<file path="config.mk">
export PLATFORM = sky130hd
export DESIGN_NAME = fifo_sync_ctrl
export DESIGN_NICKNAME = d
export VERILOG_FILES = /design/src/rtl/fifo_sync_ctrl.sv
export SDC_FILE = /design/constraint.sdc
export NUM_CORES = 1
export LEC_CHECK = 0
export CORE_UTILIZATION = 48
export DETAILED_ROUTE_END_ITERATION = 12
export PLACE_DENSITY = 0.84
export SLEW_MARGIN = 15
export SYNTH_ARGS = -nofsm -noshare
export SYNTH_HDL_FRONTEND = slang
export SYNTH_SLANG_ARGS = --single-unit
export TNS_END_PERCENT = 100
</file>
<file path="constraint.sdc">
create_clock -name clk -period 7.8 [get_ports clk]
set_input_delay 1.56 -clock clk [delete_from_list [all_inputs] [get_ports clk]]
set_output_delay 1.56 -clock clk [all_outputs]
set_load 0.1 [all_outputs]
</file>
<file path="src/rtl/fifo_sync_ctrl.sv">
// Single-clock pointer/flag controller for the dual-port fifo_mem RAM.
// Produces qualified RAM enables/addresses, occupancy flags, read-valid timing and sticky errors.
module fifo_sync_ctrl #(
    parameter int unsigned ADDR_SIZE       = 4,
    parameter int unsigned ALMOST_FULL_TH  = 14,
    parameter int unsigned ALMOST_EMPTY_TH = 2
) (
    input  logic                 clk,
    input  logic                 rst_n,
    input  logic                 wr_req,
    input  logic                 rd_req,
    input  logic                 err_clr,
    output logic                 wr_en,
    output logic                 rd_en,
    output logic [ADDR_SIZE-1:0] wr_addr,
    output logic [ADDR_SIZE-1:0] rd_addr,
    output logic                 fifo_full,
    output logic                 fifo_empty,
    output logic                 almost_full,
    output logic                 almost_empty,
    output logic [ADDR_SIZE:0]   fifo_cnt,
    output logic                 rd_valid,
    output logic                 overflow,
    output logic                 underflow
);

    localparam int unsigned PTR_W = ADDR_SIZE + 1;
    localparam int unsigned DEPTH = 1 << ADDR_SIZE;

    logic [PTR_W-1:0] wr_ptr_q, wr_ptr_d;
    logic [PTR_W-1:0] rd_ptr_q, rd_ptr_d;
    logic [PTR_W-1:0] cnt_q, cnt_d;
    logic             full_q, full_d;
    logic             empty_q, empty_d;
    logic             afull_q, afull_d;
    logic             aempty_q, aempty_d;
    logic             rd_valid_q, rd_valid_d;
    logic             overflow_q, overflow_d;
    logic             underflow_q, underflow_d;

    // Accept decisions come from the registered flags of the current cycle.
    assign wr_en = wr_req & ~full_q;
    assign rd_en = rd_req & ~empty_q;

    always_comb begin
        wr_ptr_d    = wr_ptr_q;
        rd_ptr_d    = rd_ptr_q;
        cnt_d       = cnt_q;
        full_d      = full_q;
        empty_d     = empty_q;
        afull_d     = afull_q;
        aempty_d    = aempty_q;
        rd_valid_d  = 1'b0;
        overflow_d  = overflow_q;
        underflow_d = underflow_q;

        if (wr_en) begin
            wr_ptr_d = wr_ptr_q + PTR_W'(1);
        end
        if (rd_en) begin
            rd_ptr_d = rd_ptr_q + PTR_W'(1);
        end

        cnt_d    = cnt_q + PTR_W'(wr_en) - PTR_W'(rd_en);
        full_d   = (cnt_d == PTR_W'(DEPTH));
        empty_d  = (cnt_d == '0);
        afull_d  = (cnt_d >= PTR_W'(ALMOST_FULL_TH));
        aempty_d = (cnt_d <= PTR_W'(ALMOST_EMPTY_TH));

        rd_valid_d = rd_en;

        // A same-cycle set condition beats err_clr.
        overflow_d  = (wr_req & full_q)  | (overflow_q  & ~err_clr);
        underflow_d = (rd_req & empty_q) | (underflow_q & ~err_clr);
    end

    always_ff @(posedge clk or negedge rst_n) begin
        if (!rst_n) begin
            wr_ptr_q    <= '0;
            rd_ptr_q    <= '0;
            cnt_q       <= '0;
            full_q      <= 1'b0;
            empty_q     <= 1'b1;
            afull_q     <= 1'b0;
            aempty_q    <= 1'b1;
            rd_valid_q  <= 1'b0;
            overflow_q  <= 1'b0;
            underflow_q <= 1'b0;
        end else begin
            wr_ptr_q    <= wr_ptr_d;
            rd_ptr_q    <= rd_ptr_d;
            cnt_q       <= cnt_d;
            full_q      <= full_d;
            empty_q     <= empty_d;
            afull_q     <= afull_d;
            aempty_q    <= aempty_d;
            rd_valid_q  <= rd_valid_d;
            overflow_q  <= overflow_d;
            underflow_q <= underflow_d;
        end
    end

    assign wr_addr      = wr_ptr_q[ADDR_SIZE-1:0];
    assign rd_addr      = rd_ptr_q[ADDR_SIZE-1:0];
    assign fifo_full    = full_q;
    assign fifo_empty   = empty_q;
    assign almost_full  = afull_q;
    assign almost_empty = aempty_q;
    assign fifo_cnt     = cnt_q;
    assign rd_valid     = rd_valid_q;
    assign overflow     = overflow_q;
    assign underflow    = underflow_q;

endmodule

</file>
==> summary.md, run 1 <==
| Metric | Value |
|---|---|
| Row cnt | `15` |
| Outcome | `completed` |
| CP delay by family, top | `buffers and inverters` |
| Final core utilization | `between 70% and 80%` |
| Core box area | `between 1500 and 2000 µm²` |
| Setup Skew | `a little under 9 ps` |
| Post-synthesis mux area share | `under 10%` |
| Crit. End Element | `primary output` |
| Initial DRC count | `9` |
| Full die area | `around 2000 µm²` |
| Vias in the first global route | `~580` |
| Largest family of logic cells by synthesized area | `adder cells` |
| Clock Latency Late Sink | `between 300 and 400 ps` |
| Number of antenna violations at the first check in global routing | `0` |
| Global Route Usage Sum | `between 20% and 30%` |
| TritonCTS Sinks | `20` |
| Area delta synth->final | `37.5%` |
| Most common cell after layout, fill and taps aside | `clkdlybuf4s50_1` |
| CP cell instances | `clkdlybuf4s50_1 -> nor2b_1 -> clkdlybuf4s50_1` |
| Layout cells sized above 1 | `about 13%` |
| Cell with the largest stage delay on the worst path | `clkdlybuf4s50_1` |
| Min Tclk post-route | `around 5300 ps` |
| Worst Path Buf+Inv | `2` |
| PortBufs | `26` |
| Synth Area in Compound Gates | `under 10%` |
| NumNets Final | `111` |
| Ys async rst share | `100%` |
| Unrepaired setup endpoints after global routing | `false` |
| Startpoint types | `input port` |
| CP required | `between 6000 and 7000 ps` |
| Critical path's most frequent cell | `clkdlybuf4s50_1` |
| CP Class | `input port to primary output` |
| CP max FO | `7` |
| Net count after synthesis | `roughly 80` |
| Post-CTS setup buffer count | `0` |
| Post-cts sizing count | `0` |
| CTS max path bufs | `2` |
| Setup_tns | `0 ps` |
| First-pass GRT wire length | `between 2 and 3 mm` |
| Max cap viols | `0` |
| Slew Limit Fails | `0` |
| # setup viols final | `0` |
| Slew headroom | `33.9%` |
| Largest net degree at the start of global routing | `21` |
| Global route overflow | `0` |
| Worst stage delay on the critical path | `1230 ps` |
| Final Hold Viols | `0` |
| Fmax achieved | `approximately 190 MHz` |
| CTS root buf | `clkbuf_4` |
| Initial Util | `approximately 50%` |
| Routability cong. | `around 0.7` |
| Post-Synthesis Cell Area | `897 µm²` |
| CTS tree | `yes` |
| Yosys cell types | `22` |
| DRC | `0` |
| Tightest Pin Transition | `a little under 1000 ps` |
| Htree depth | `1` |
| Final WL | `about 1.6 mm` |
| Yosys reg bits | `20` |
| Critical path arrival | `3690 ps` |
| Synth Area in XOR/XNOR | `between 10% and 20%` |
| Mapped Cells | `between 60 and 70` |
| Yosys warns | `0` |
| DR vias/cell | `4.88` |
| Routed len/inst | `13.5 µm` |
| Post-synth EDFFs | `0` |
| TritonCTS Buffers | `3` |
| HPWL Detailed | `1.20 mm` |
| Hold buffer count at CTS | `0` |
| # IOs | `27` |
| ANT cells | `0` |
| Syn Area/Cell | `13.0 µm²` |
| Period utilisation layout | `around two thirds` |
| Vias after detailed routing | `a little under 600` |
| Synth Area in Adders | `between 10% and 20%` |
| Die height | `45.2 µm` |
| Die W | `45.2 µm` |
| Number of fill cells | `~130` |
| Simple-gate share of the synthesized area | `under 10%` |
| Commonest cells after routing, fill and taps aside | `clkdlybuf4s50_1, dfrtp_1, inv_1` |
| First-pass iteration count of the detailed router | `4` |
| Ys flop type | `dfrtp_1` |
| HP Class | `register to register` |
| Worst-path clk slew | `120 ps` |
| Post-DRT Antenna Nets | `0` |
| Post-synthesis sequential area ratio | `a little under three fifths` |
cell usage after synthesis (2+ instances only):
| cell type | count | share of area [%] |
|---|---|---|
| inv_1 | 8 | 3.3 |
| nand4_1 | 2 | 1.4 |
| dfstp_2 | 2 | 5.9 |
| o21ai_0 | 2 | 1.1 |
| nor2b_1 | 2 | 1.4 |
| nand2_1 | 4 | 1.7 |
| ha_1 | 7 | 9.8 |
| xnor2_1 | 5 | 4.9 |
| clkbuf_1 | 2 | 0.84 |
| xnor2_2 | 2 | 3.6 |
| xor2_1 | 3 | 2.9 |
| dfrtp_1 | 18 | 50 |
| a21o_1 | 2 | 1.7 |
| mux2_2 | 2 | 2.5 |
layer usage:
| metal | routed length, µm | up-vias | GRT usage [%] |
|---|---|---|---|
| li1 | - | 283 | - |
| met4 | 36 | 0 | 10.9 |
| met5 | 0 | - | 0 |
| met1 | 706 | 287 | 24.7 |
| met3 | 66 | 5 | 2.40 |
| met2 | 833 | 20 | 34.8 |
kinds of logic after synthesis:
| group | count (synthesis) |
|---|---|
| AO/OA/AOI/OAI | 8 |
| XOR/XNOR | 10 |
| adder cells (fa/ha/maj) | 8 |
| buffers and inverters | 10 |
| flip-flops | 20 |
| multiplexers | 2 |
| AND/OR/NAND/NOR | 11 |
stage by stage:
stage	instances	instance area, µm²	setup WS (ps)	hold slack [ps]
floorplan	69	897	3320	746
global placement	118	1180	2580	464
detailed placement	118	1180	2540	464
CTS	122	1230	2540	485
global route	122	1230	2470	506
finish	122	1230	2550	482
sequential cells by signal (all words and copies together), names as in the netlist:
name	count
almost_empty	1
rd_valid	1
underflow	1
wr_ptr_q	4
almost_full	1
fifo_full	1
fifo_cnt	5
fifo_empty	1
rd_ptr_q	4
overflow	1
worst reg2reg max path, cell delays in order, from the launching register on:
cell	delay, ps
dfstp_2	390
nor2b_1	390
ha_1	220
inv_1	40
ha_1	230
fa_1	410
a21o_1	210
a21oi_2	200
xnor2_2	140
nor4_1	350
worst paths after layout:
kind,from,to,cells after the start,slack [ps]
worst max-delay path,rd_req,rd_en,3,2550
min in group asynchronous,rst_n,fifo_cnt[4],1,1730
worst min register to register,rd_ptr_q[3],rd_ptr_q[3],1,480
worst max register to register,fifo_empty,fifo_empty,9,5110
worst min-delay path,rd_ptr_q[3],rd_ptr_q[3],1,480
max in group asynchronous,rst_n,rd_ptr_q[1],1,5530
layout make-up:
type,count,area (µm²),area share [%]
sequential,20,503,40.8
tap,25,31.3,2.54
inverter,8,30.0,2.43
clock inverter,1,30.0,2.43
multi-input combinational,39,357,28.9
clock buffer,3,22.5,1.83
timing repair buffer,26,260,21.1
Power of run 1 is not shown: default switching activity piles up to over one toggle a cycle in this logic, so the estimate is an artifact.
==> run 2: changes to the inputs <==
--- a/config.mk
+++ b/config.mk
@@ -5,9 +5,9 @@
 export SDC_FILE = /design/constraint.sdc
 export NUM_CORES = 1
 export LEC_CHECK = 0
-export CORE_UTILIZATION = 48
+export CORE_UTILIZATION = 40
 export DETAILED_ROUTE_END_ITERATION = 12
-export PLACE_DENSITY = 0.84
+export PLACE_DENSITY = 0.75
 export SLEW_MARGIN = 15
 export SYNTH_ARGS = -nofsm -noshare
 export SYNTH_HDL_FRONTEND = slang
==> constraint.sdc (replaced) <==
create_clock -name clk -period 4.2 [get_ports clk]
set_input_delay 0.84 -clock clk [delete_from_list [all_inputs] [get_ports clk]]
set_output_delay 0.84 -clock clk [all_outputs]
set_load 0.1 [all_outputs]
==> summary.md, run 2 (synthesis gave the netlist of run 1 again) <==
| Metric | Value |
|---|---|
| Commonest cells after routing, fill and taps aside | `clkdlybuf4s50_1, dfrtp_1, inv_1 (unchanged)` |
| ANT cells | `0 (unchanged)` |
| CTS max path bufs | `2 (unchanged)` |
| DR vias/cell | `4.74 (was 4.88)` |
| Startpoint types | `input port (unchanged)` |
| Slew headroom | `33.3% (was 33.9%)` |
| Tightest Pin Transition | `997 ps (was 988 ps)` |
| Fmax achieved | `around 320 MHz` |
| Global route overflow | `0 (unchanged)` |
| Crit. End Element | `register (was primary output)` |
| Max reg flops | `5 (unchanged)` |
| Hold buffer count at CTS | `0 (unchanged)` |
| Global Route Usage Sum | `16.0% (was 20.2%)` |
| Register area | `503 µm² (unchanged)` |
| # IOs | `27 (unchanged)` |
| HP Class | `register to register (unchanged)` |
| Area delta synth->final | `36.3% (was 37.5%)` |
| Vias in the first global route | `626 (was 579)` |
| Setup Skew | `3.01 ps (was 8.72 ps)` |
| Post-place setup slack | `720 ps (was 2540 ps)` |
| Initial Util | `43.9% (was 51.4%)` |
| Hold slack | `479 ps (was 482 ps)` |
| Post-CTS setup buffer count | `0 (unchanged)` |
| Most common cell after layout, fill and taps aside | `clkdlybuf4s50_1 (unchanged)` |
| Period utilisation layout | `between 70% and 80%` |
| Worst-path clk slew | `110 ps (was 120 ps)` |
| Clock Latency Late Sink | `290 ps (was 310 ps)` |
| Critical path arrival | `3340 ps (was 3690 ps)` |
| Min Tclk post-route | `3150 ps` |
| First-pass GRT wire length | `2.86 mm (was 2.72 mm)` |
| Setup_tns | `0 ps (unchanged)` |
| Max cap viols | `0 (unchanged)` |
| CTS root buf | `clkbuf_4 (unchanged)` |
| NumNets Final | `112 (was 111)` |
| # setup viols final | `0 (unchanged)` |
| CP Class | `input port to register (was input port to primary output)` |
| Outcome | `completed (unchanged)` |
| First-pass iteration count of the detailed router | `4 (unchanged)` |
| Final WL | `1.59 mm (was 1.64 mm)` |
| Vias after detailed routing | `593 (was 595)` |
| Row cnt | `16 (was 15)` |
| Largest net degree at the start of global routing | `21 (unchanged)` |
| DRC | `0 (unchanged)` |
| Die height | `49.4 µm (was 45.2 µm)` |
| TritonCTS Buffers | `3 (unchanged)` |
| TritonCTS Sinks | `20 (unchanged)` |
| Number of fill cells | `189 (was 126)` |
| Layout cells sized above 1 | `16.3% (was 13.4%)` |
| Post-DRT Antenna Nets | `0 (unchanged)` |
| Full die area | `2440 µm² (was 2050 µm²)` |
| Htree depth | `1 (unchanged)` |
| HPWL Detailed | `1.20 mm (about the same)` |
| Post-cts sizing count | `0 (unchanged)` |
| Number of antenna violations at the first check in global routing | `0 (unchanged)` |
| Core box area | `2040 µm² (was 1750 µm²)` |
| CTS tree | `yes (unchanged)` |
| Multi-input gate area | `357 µm² (unchanged)` |
| Initial DRC count | `8 (was 9)` |
| PortBufs | `26 (unchanged)` |
| Routability cong. | `0.726 (was 0.705)` |
| CP max FO | `7 (unchanged)` |
| Die W | `49.4 µm (was 45.2 µm)` |
| Fin worst setup slack | `1050 ps (was 2550 ps)` |
| Final Hold Viols | `0 (unchanged)` |
| Slew Limit Fails | `0 (unchanged)` |
| Unrepaired setup endpoints after global routing | `false (unchanged)` |
| Routed len/inst | `12.7 µm (was 13.5 µm)` |
| CP required | `4390 ps (was 6240 ps)` |
run 2: cell types whose count changed in the layout (fill, tap and decap cells not counted), sizes merged:
cell,before,now
clkbuf,3,4
buf,0,3
bufinv,1,0
clkdlybuf4s50,26,24
run 2: final timing paths:
kind / depth (start not counted) / start / to / slack [ps]
min in group asynchronous: 1 / rst_n / fifo_cnt[4] / 1020
worst max-delay path: 11 / rd_req / fifo_empty / 1050
worst min-delay path: 1 / wr_ptr_q[3] / wr_ptr_q[3] / 480
worst min register to register: 1 / wr_ptr_q[3] / wr_ptr_q[3] / 480
max in group asynchronous: 1 / rst_n / fifo_cnt[3] / 2660
worst max register to register: 10 / fifo_empty / fifo_empty / 1560
run 2: stage by stage:
stage | area, µm² | utilization [%] | cells
floorplan | 897 | - | 69
global placement | 1190 | 58.1 | 121
detailed placement | 1190 | 58.1 | 121
CTS | 1220 | 59.9 | 125
global route | 1220 | 59.9 | 125
finish | 1220 | 59.9 | 125
run 2: area by class of cell:
| cell class | count | area share, % |
|---|---|---|
| Multi-Input combinational cell | 39 | 29.2 |
| Sequential cell | 20 | 41.1 |
| Timing Repair Buffer | 27 | 21.5 |
| Tap cell | 27 | 2.76 |
| Inverter | 8 | 2.46 |
| Clock buffer | 4 | 2.97 |
run 2: critical path: stages:
cell             delay [ps]
clkdlybuf4s50_1         420
nor2b_1                 140
buf_4                   150
ha_1                    280
inv_1                    40
ha_1                    210
fa_1                    400
a21o_1                  200
a21oi_2                 170
xnor2_2                 130
nor4_1                  350
run 2: metal layers:
layer | share of wire, % | up-vias | global-route usage, % | wire (µm)
met5 | 0 | - | 0 | 0
met4 | 0.82 | 0 | 8.82 | 13
met3 | 5.3 | 2 | 3.74 | 84
met2 | 49 | 18 | 25.8 | 786
met1 | 44 | 283 | 19.5 | 703
li1 | - | 290 | - | -
Power of run 2 is left out for the same reason.
